[src/rtl/lpc_pkg.sv]
// Shared field offsets, frame constants and FSM states for the LPC capture-to-UART path.
package lpc_pkg;

   localparam int ADDR_MSB = 31;
   localparam int ADDR_LSB = 16;
   localparam int DATA_MSB = 15;
   localparam int DATA_LSB = 8;
   localparam int DIR_BIT  = 0;

   localparam logic [7:0] SYNC_BYTE   = 8'hA5;
   localparam int         FRAME_BYTES = 5;

   // Buffered record layout: {addr[15:0], data[7:0], dir}
   localparam int REC_W        = 25;
   localparam int REC_ADDR_MSB = 24;
   localparam int REC_ADDR_LSB = 9;
   localparam int REC_DATA_MSB = 8;
   localparam int REC_DATA_LSB = 1;
   localparam int REC_DIR      = 0;

   typedef enum logic [2:0] {
      ST_IDLE,
      ST_LOAD,
      ST_START,
      ST_DATA,
      ST_STOP
   } state_t;

endpackage

[src/rtl/lpc_sync_fifo.sv]
// Single-clock FIFO with show-ahead read data and an occupancy count.
module lpc_sync_fifo #(
   parameter int WIDTH = 25,
   parameter int DEPTH = 16
) (
   input  logic                     clk,
   input  logic                     nrst,
   input  logic                     wr_en,
   input  logic [WIDTH-1:0]         wr_data,
   input  logic                     rd_en,
   output logic [WIDTH-1:0]         rd_data,
   output logic [$clog2(DEPTH):0]   level,
   output logic                     full,
   output logic                     empty
);

   localparam int AW    = $clog2(DEPTH);
   localparam int LVL_W = AW + 1;

   logic [WIDTH-1:0] mem [DEPTH];
   logic [AW-1:0]    wr_ptr_reg;
   logic [AW-1:0]    rd_ptr_reg;
   logic [AW:0]      level_reg;

   always_ff @(posedge clk) begin
      if (wr_en)
         mem[wr_ptr_reg] <= wr_data;
   end

   always_ff @(posedge clk or negedge nrst) begin
      if (!nrst) begin
         wr_ptr_reg <= '0;
         rd_ptr_reg <= '0;
         level_reg  <= '0;
      end else begin
         if (wr_en)
            wr_ptr_reg <= wr_ptr_reg + 1'b1;
         if (rd_en)
            rd_ptr_reg <= rd_ptr_reg + 1'b1;
         case ({wr_en, rd_en})
            2'b10:   level_reg <= level_reg + 1'b1;
            2'b01:   level_reg <= level_reg - 1'b1;
            default: level_reg <= level_reg;
         endcase
      end
   end

   assign rd_data = mem[rd_ptr_reg];
   assign level   = level_reg;
   assign full    = (level_reg == LVL_W'(DEPTH));
   assign empty   = (level_reg == '0);

endmodule

[src/rtl/lpc_tdata_uart_tx.sv]
// Buffers LPC capture records and shifts each out as a 5-byte 8N1 UART frame.
module lpc_tdata_uart_tx
   import lpc_pkg::*;
#(
   parameter int FIFO_DEPTH   = 16,
   parameter int CLKS_PER_BIT = 286
) (
   input  logic                          clk_i,
   input  logic                          nrst_i,
   input  logic [31:0]                   tdata_i,
   input  logic                          ready_i,
   input  logic                          enable_i,
   input  logic                          clr_ovf_i,
   output logic                          uart_tx_o,
   output logic                          busy_o,
   output logic [$clog2(FIFO_DEPTH):0]   fifo_level_o,
   output logic                          overflow_o
);

   localparam int               CNT_W    = $clog2(CLKS_PER_BIT);
   localparam logic [CNT_W-1:0] CNT_LAST = CNT_W'(CLKS_PER_BIT - 1);
   localparam int               FRAME_W  = FRAME_BYTES * 8;

   state_t                 state_reg, state_next;
   logic [CNT_W-1:0]       baud_cnt_reg, baud_cnt_next;
   logic [2:0]             bit_idx_reg, bit_idx_next;
   logic [2:0]             byte_idx_reg, byte_idx_next;
   logic [FRAME_W-1:0]     frame_reg, frame_next;
   logic                   ovf_pend_reg, ovf_pend_next;
   logic                   tx_reg, tx_next;
   logic                   busy_reg;
   logic                   overflow_reg;

   logic [REC_W-1:0]       rec_in, rec_out;
   logic [$clog2(FIFO_DEPTH):0] level;
   logic                   full, empty;
   logic                   push, pop, drop, bit_done;
   logic                   unused_rsvd;

   assign unused_rsvd = ^tdata_i[DATA_LSB-1:DIR_BIT+1];

   assign rec_in   = {tdata_i[ADDR_MSB:ADDR_LSB], tdata_i[DATA_MSB:DATA_LSB], tdata_i[DIR_BIT]};
   assign push     = ready_i & enable_i & ~full;
   assign drop     = ready_i & enable_i & full;
   assign pop      = (state_reg == ST_LOAD);
   assign bit_done = (baud_cnt_reg == CNT_LAST);

   lpc_sync_fifo #(
      .WIDTH (REC_W),
      .DEPTH (FIFO_DEPTH)
   ) u_fifo (
      .clk     (clk_i),
      .nrst    (nrst_i),
      .wr_en   (push),
      .wr_data (rec_in),
      .rd_en   (pop),
      .rd_data (rec_out),
      .level   (level),
      .full    (full),
      .empty   (empty)
   );

   always_comb begin
      state_next    = state_reg;
      baud_cnt_next = baud_cnt_reg;
      bit_idx_next  = bit_idx_reg;
      byte_idx_next = byte_idx_reg;
      frame_next    = frame_reg;
      ovf_pend_next = ovf_pend_reg;
      tx_next       = 1'b1;

      case (state_reg)
         ST_IDLE: begin
            if (!empty)
               state_next = ST_LOAD;
         end
         ST_LOAD: begin
            // Byte 0 sits in the low octet so DATA can always transmit frame[0].
            frame_next    = {rec_out[REC_DATA_MSB:REC_DATA_LSB],
                             rec_out[REC_ADDR_LSB+7:REC_ADDR_LSB],
                             rec_out[REC_ADDR_MSB:REC_ADDR_LSB+8],
                             6'b0, ovf_pend_reg, rec_out[REC_DIR],
                             SYNC_BYTE};
            ovf_pend_next = 1'b0;
            byte_idx_next = '0;
            baud_cnt_next = '0;
            state_next    = ST_START;
         end
         ST_START: begin
            baud_cnt_next = bit_done ? '0 : baud_cnt_reg + 1'b1;
            if (bit_done) begin
               bit_idx_next = '0;
               state_next   = ST_DATA;
            end
         end
         ST_DATA: begin
            baud_cnt_next = bit_done ? '0 : baud_cnt_reg + 1'b1;
            if (bit_done) begin
               frame_next   = frame_reg >> 1;
               bit_idx_next = bit_idx_reg + 1'b1;
               if (bit_idx_reg == 3'd7)
                  state_next = ST_STOP;
            end
         end
         ST_STOP: begin
            baud_cnt_next = bit_done ? '0 : baud_cnt_reg + 1'b1;
            if (bit_done) begin
               if (byte_idx_reg < 3'(FRAME_BYTES - 1)) begin
                  byte_idx_next = byte_idx_reg + 1'b1;
                  state_next    = ST_START;
               end else if (!empty) begin
                  state_next = ST_LOAD;
               end else begin
                  state_next = ST_IDLE;
               end
            end
         end
         default: state_next = ST_IDLE;
      endcase

      // A drop in the same cycle as a load must still mark the following record.
      if (drop)
         ovf_pend_next = 1'b1;

      case (state_next)
         ST_START: tx_next = 1'b0;
         ST_DATA:  tx_next = frame_next[0];
         default:  tx_next = 1'b1;
      endcase
   end

   always_ff @(posedge clk_i or negedge nrst_i) begin
      if (!nrst_i) begin
         state_reg    <= ST_IDLE;
         baud_cnt_reg <= '0;
         bit_idx_reg  <= '0;
         byte_idx_reg <= '0;
         frame_reg    <= '0;
         ovf_pend_reg <= 1'b0;
         tx_reg       <= 1'b1;
         busy_reg     <= 1'b0;
         overflow_reg <= 1'b0;
      end else begin
         state_reg    <= state_next;
         baud_cnt_reg <= baud_cnt_next;
         bit_idx_reg  <= bit_idx_next;
         byte_idx_reg <= byte_idx_next;
         frame_reg    <= frame_next;
         ovf_pend_reg <= ovf_pend_next;
         tx_reg       <= tx_next;
         busy_reg     <= (state_reg != ST_IDLE) | (level != '0);
         if (drop)
            overflow_reg <= 1'b1;
         else if (clr_ovf_i)
            overflow_reg <= 1'b0;
      end
   end

   assign uart_tx_o    = tx_reg;
   assign busy_o       = busy_reg;
   assign fifo_level_o = level;
   assign overflow_o   = overflow_reg;

endmodule

[config.mk]
export PLATFORM = sky130hd
export DESIGN_NAME = lpc_tdata_uart_tx
export DESIGN_NICKNAME = d
export VERILOG_FILES = /design/src/rtl/lpc_pkg.sv /design/src/rtl/lpc_sync_fifo.sv /design/src/rtl/lpc_tdata_uart_tx.sv
export SDC_FILE = /design/constraint.sdc
export NUM_CORES = 1
export LEC_CHECK = 0
export ABC_AREA = 1
export CORE_MARGIN = 2
export CORE_UTILIZATION = 35
export DETAILED_ROUTE_END_ITERATION = 16
export PLACE_DENSITY = 0.46
export SYNTH_ARGS = -nofsm -noshare
export SYNTH_HDL_FRONTEND = slang
export SYNTH_SLANG_ARGS = --single-unit
[constraint.sdc]
create_clock -name clk_i -period 4.7 [get_ports clk_i]
set_input_delay 1.41 -clock clk_i [delete_from_list [all_inputs] [get_ports clk_i]]
set_output_delay 1.41 -clock clk_i [all_outputs]
set_load 0.005 [all_outputs]
==> flow_summary.toml, run 1 <==
[pwr]
design_power_total_w = 0.0135
peakVddDrop_mv = 0.307
p_leak_nw = 10.1
powerDensity_mw_per_mm2 = 570

[cells_and_area]
layout_common_cells = "788 x nand2_1, 400 x edfxtp_1, 287 x nand3_1, 267 x inv_1, 71 x dfrtp_1"
nets = 2122
fin_area_mm2 = 0.0237
fin_cells = 2878
fill_cells = 5720
largest_register_ffs = 400
syn_to_final_growth_pct = 15.1
final_common_cell = "nand2_1"
diodes = 0
layout-drive-gt1-share_pct = 7.15

[synth]
synth_nets = 2091
yosysWarnings = 0
post-synth-top-area-cell = "edfxtp_1"
postSynthCellCount = 2039
synth_seq_cells = 475
synth-async-reset-ratio_pct = 15.8
netlist_area_mm2 = 0.0206
synthTopCellsByArea = "edfxtp_1 58%, nand2_1 14%, dfrtp_1 9.0%, nand3_1 7.0%, inv_1 4.9%"
yosysSeqAreaShare_pct = 67.4
synth_edf_count = 400
syn_area_per_cell_um2 = 10.1
synthFlopType = "edfxtp_1"
synth_top_area_share_pct = 58.3
yosys.cell_types.count = 33

[critical_path]
r2r-start = "u_fifo.rd_ptr_reg[1]$_DFFE_PN0N_"
crit_path_start_kind = "primary input"
r2r-end = "frame_reg[16]$_DFFE_PN0P_"
cp_max_fo = 13
cp_data_required_time_ps = 5010
critPathArrivalTime_ps = 3580
reg2reg_setup_slack_ps = 1710
r2r_cells = 8
cp-end-kind = "register"
worstSetupPathType = "in2reg"

[timing]
setup_viol_count_final = 0
rsz0062_at_grt = "false"
post-route-period-util_pct = 69.6
slew_headroom_pct = 34.0
fin_skew_ps = 13.9
hold_violations = 0
finalCriticalPeriod_ps = 3270
whs_ps = 484
drv_slew = 0
fin_setup_tns_ps = 0
timing.fmax_mhz = 306
worst_slew_pin_slew_ps = 989

[hold_path]
min-delay-start = "byte_idx_reg[0]$_DFFE_PN0P_"
hp-class = "reg2reg"
whs_path_depth = 1
holdPathEnd = "byte_idx_reg[0]$_DFFE_PN0P_"

[clock_tree]
cts_tree = "done"
cts_max_level = 2
postCtsSetupRepairBufs = 0
cts.clk_slew.worst_paths_ps = 60
cts_hold_buffers = 0
cts-buffers-inserted = 52
cts_buffer_depth = 3
clock-sinks = 475
root_buffer = "clkbuf_16"
clock_latency_ps = 610
cts_resized = 0

[floorplanning]
core_mm2 = 0.0579
die_area_mm2 = 0.0608
initial_core_util_pct = 35.6
die_h_um = 247
rows = 88
die_w_um = 247
ioPinCount = 45

[placement]
dp_cells = 2781
place_area_mm2 = 0.0220
io_buffers = 37
place_hpwl_mm = 27.8
gp_congestion = 0.748

[detailed_routing]
drc = 0
drt_pass1_iterations = 4
antenna_left = 0
drtIter0Drc = 797
routed_wl_mm = 53.0
wl_per_cell_um = 18.4
vias_per_cell = 4.68
vias = 13457

[global_routing]
grt_pass1_wl_mm = 81.9
grt_max_degree = 66
antenna_found_initial = 0
groute.usage.overall_pct = 18.0
grt_pass1_vias = 13400
grt_overflow = 0

[status]
status = "finished clean"

[run]
cap_viol_max_count = 0
[cell type report]
| type | instances | area (um2) | share of cell area (%) |
|---|---|---|---|
| clock buffer | 65 | 1390 | 5.87 |
| sequential | 475 | 13900 | 58.6 |
| inverter | 275 | 1040 | 4.38 |
| timing repair buffer | 72 | 743 | 3.13 |
| tap | 765 | 957 | 4.04 |
| clock inverter | 32 | 338 | 1.42 |
| multi-input combinational | 1194 | 5340 | 22.5 |
[synthesized netlist by cell type, types with 2 or more instances]
| cell type | n |
|---|---|
| a21boi_0 | 2 |
| a21oi_1 | 6 |
| a22o_1 | 2 |
| buf_1 | 11 |
| buf_2 | 59 |
| buf_4 | 2 |
| buf_8 | 2 |
| clkbuf_1 | 21 |
| clkinv_1 | 3 |
| dfrtp_1 | 74 |
| edfxtp_1 | 400 |
| ha_1 | 14 |
| inv_1 | 268 |
| inv_2 | 4 |
| nand2_1 | 788 |
| nand2_2 | 4 |
| nand2_4 | 2 |
| nand3_1 | 287 |
| nand4_1 | 4 |
| nor2_1 | 28 |
| nor2_4 | 3 |
| nor3_1 | 2 |
| o21ai_0 | 20 |
| o21ai_1 | 5 |
| o22ai_1 | 9 |
| xnor2_1 | 4 |
| xor2_1 | 9 |
[worst max-delay path: stages]
cell,delay [ps]
clkdlybuf4s50_1,450
nand2_1,40
inv_1,70
nand2_1,190
inv_1,220
nand2_1,260
nor2_4,610
buf_4,300
[how the worst max path moves through the flow]
| stage | start | to | slack [ps] |
|---|---|---|---|
| final | enable_i | u_fifo.mem[6][14]$_DFFE_PP_ | 1430 |
| after global routing | enable_i | u_fifo.mem[6][8]$_DFFE_PP_ | 1290 |
| after CTS | enable_i | u_fifo.mem[6][14]$_DFFE_PP_ | 1430 |
| after detailed placement | ready_i | u_fifo.mem[6][1]$_DFFE_PP_ | 790 |
| after global placement | ready_i | u_fifo.mem[6][12]$_DFFE_PP_ | 760 |
| after floorplan | ready_i | u_fifo.mem[11][0]$_DFFE_PP_ | 1340 |
[metal layers]
metal	track usage, %	share of wire (%)	wire length, um	up-vias
met2	29.7	47	24900	202
met3	2.33	3.6	1900	67
met5	0	0	0	-
met1	24.7	47	25000	6528
li1	-	-	-	6660
met4	5.35	2.3	1200	0
[per-stage QoR]
step                worst slack (ps)  utilization [%]
floorplan                       1340                -
finish                          1430             40.9
global route                    1290             40.9
detailed placement               788             38.0
global placement                 760             38.0
CTS                             1430             40.9
[report_power, final]
group	switching, W	total, W	leakage [nW]	internal (W)
sequential	0.000327	0.00528	4.54	0.00496
combinational	0.00287	0.00410	4.67	0.00123
clock	0.00170	0.00414	0.851	0.00243
total	0.00490	0.0135	10.1	0.00862
[cells by family (layout without fill, tap and decap cells)]
group / count (synthesis) / count (layout) / synth area share, %
mux: 1 / 1 / 0.0486
buf+inv: 370 / 444 / 7.24
simple gates: 1120 / 1120 / 22.6
compound gates: 45 / 45 / 1.21
flops: 475 / 475 / 67.4
xor+xnor: 13 / 13 / 0.553
fa+ha+maj: 15 / 15 / 0.947
No activity file was read; power rests on OpenSTA's default activity.
==> run 2: changes to the inputs <==
==> constraint.sdc (replaced) <==
create_clock -name clk_i -period 3.2 [get_ports clk_i]
set_input_delay 0.96 -clock clk_i [delete_from_list [all_inputs] [get_ports clk_i]]
set_output_delay 0.96 -clock clk_i [all_outputs]
set_load 0.005 [all_outputs]
==> run 2 against run 1 <==
Compared with the run above: die area unchanged; clock skew increased by 1.7 ps; sequential share of layout area decreased by 0.97 points; setup slack got worse by 780 ps; global-route usage increased by 0.13 points; critical endpoint is now uart_tx_o; largest power group unchanged.
==> flow_summary.toml, run 2 (same netlist as run 1, synthesis figures left out) <==
[timing]
hold_violations = 0
whs_ps = 359
setup_viol_count_final = 0
rsz0062_at_grt = "false"
finalCriticalPeriod_ps = 2550
fin_skew_ps = 15.7
worst_slew_pin_slew_ps = 803
fin_setup_tns_ps = 0
drv_slew = 0
post-route-period-util_pct = 79.7
timing.fmax_mhz = 392
slew_headroom_pct = 46.3

[pwr]
p_leak_nw = 10.2
swShare_pct = 37.1
p_int_w = 0.0126
powerDensity_mw_per_mm2 = 832
power_frac_comb_pct = 33.1
seqPwrFrac_pct = 37.9
switchingPower_w = 0.00745
peakVddDrop_mv = 0.737
pwr-share-clk_pct = 29.0
design_power_total_w = 0.0201

[detailed_routing]
vias = 13700
wl_met2_mm = 24.3
antenna_left = 0
drtIter0Drc = 900
highest_layer = "met4"
wl_met3_mm = 2.18
drc = 0
vias_per_cell = 4.72
drt_pass1_iterations = 5
wl_met1_mm = 25.7
wl_per_cell_um = 18.4
routed_wl_mm = 53.4

[critical_path]
worstSetupPathType = "reg2out"
critPathBufInv = 1
cp_slowest_cell = "dfstp_2"
cp-end-kind = "primary output"
cp_data_required_time_ps = 2240
cpPeakStageDelay_ps = 510
critPathArrivalTime_ps = 1590
cp_max_fo = 1
crit_path_start_kind = "register"
crit_chain = "clkdlybuf4s50_1"
critPathTopFamily = "flip-flops"

[cells_and_area]
multi_input_area_mm2 = 0.00534
seq_area_mm2 = 0.0139
fin_cells = 2905
layout_common_cells = "788 x nand2_1, 400 x edfxtp_1, 287 x nand3_1, 267 x inv_1, 71 x dfrtp_1"
nets = 2150
final_common_cell = "nand2_1"
largest_register_ffs = 400
fill_cells = 5623
layout-drive-gt1-share_pct = 7.85
syn_to_final_growth_pct = 17.0
diodes = 0
fin_area_mm2 = 0.0241

[floorplanning]
die_area_mm2 = 0.0608
die_w_um = 247
ioPinCount = 45
core_mm2 = 0.0579
die_h_um = 247
rows = 88
initial_core_util_pct = 35.6

[placement]
place_hpwl_mm = 31.2
place_area_mm2 = 0.0225
gp_congestion = 0.794
io_buffers = 37
dp_cells = 2808

[clock_tree]
cts_buffer_depth = 3
cts_tree = "done"
cts.clk_slew.worst_paths_ps = 60
cts_resized = 0
root_buffer = "clkbuf_16"
clock-sinks = 475
cts_max_level = 2
clock_latency_ps = 600
postCtsSetupRepairBufs = 0
cts-buffers-inserted = 53
cts_hold_buffers = 0

[global_routing]
grt_max_degree = 106
grt_overflow = 0
grt_pass1_wl_mm = 83.2
grt_pass1_vias = 13791
antenna_found_initial = 0
groute.usage.overall_pct = 18.1

[run]
cap_viol_max_count = 0

[status]
status = "finished clean"

[hold_path]
hp-class = "in2async"
[run 2: through the flow]
stage | setup WS, ps | util [%]
detailed placement | 104 | 38.8
floorplan | 295 | -
global placement | 142 | 38.8
finish | 648 | 41.6
global route | 564 | 41.6
CTS | 593 | 41.6
[run 2: power groups by stage]
stage,clock [W],combinational [W],sequential (W)
2_1_floorplan,0,0.00428,0.00761
3_5_place_dp,0,0.00667,0.00773
4_1_cts,0.00600,0.00671,0.00761
6_report,0.00582,0.00664,0.00761
5_1_grt,0.00622,0.00749,0.00767
3_3_place_gp,0,0.00668,0.00772
[run 2: layout make-up]
| class | count | area share [%] |
|---|---|---|
| clock buffer | 78 | 6.19 |
| tap | 765 | 3.97 |
| clock inverter | 19 | 0.597 |
| multi-input combinational | 1194 | 22.2 |
| sequential | 475 | 57.7 |
| timing repair buffer | 99 | 5.12 |
| inverter | 275 | 4.31 |
[run 2: path summary, 6_finish.rpt]
path / slack, ps / start / depth (start not counted) / endpoint
max in group asynchronous: 2180 / nrst_i / 2 / uart_tx_o$_DFF_PN1_
worst max-delay path: 650 / uart_tx_o$_DFF_PN1_ / 1 / uart_tx_o
min in group clk_i: 490 / byte_idx_reg[0]$_DFFE_PN0P_ / 1 / byte_idx_reg[0]$_DFFE_PN0P_
worst max register to register: 950 / u_fifo.rd_ptr_reg[0]$_DFFE_PN0N_ / 9 / frame_reg[37]$_DFFE_PN0P_
worst min register to register: 490 / byte_idx_reg[0]$_DFFE_PN0P_ / 1 / byte_idx_reg[0]$_DFFE_PN0P_
worst min-delay path: 360 / nrst_i / 1 / frame_reg[22]$_DFFE_PN0P_
[run 2: layer usage]
layer,vias up,global-route usage (%)
met1,6677,25.8
met4,0,5.47
met5,-,0
li1,6715,-
met3,77,2.42
met2,231,28.7
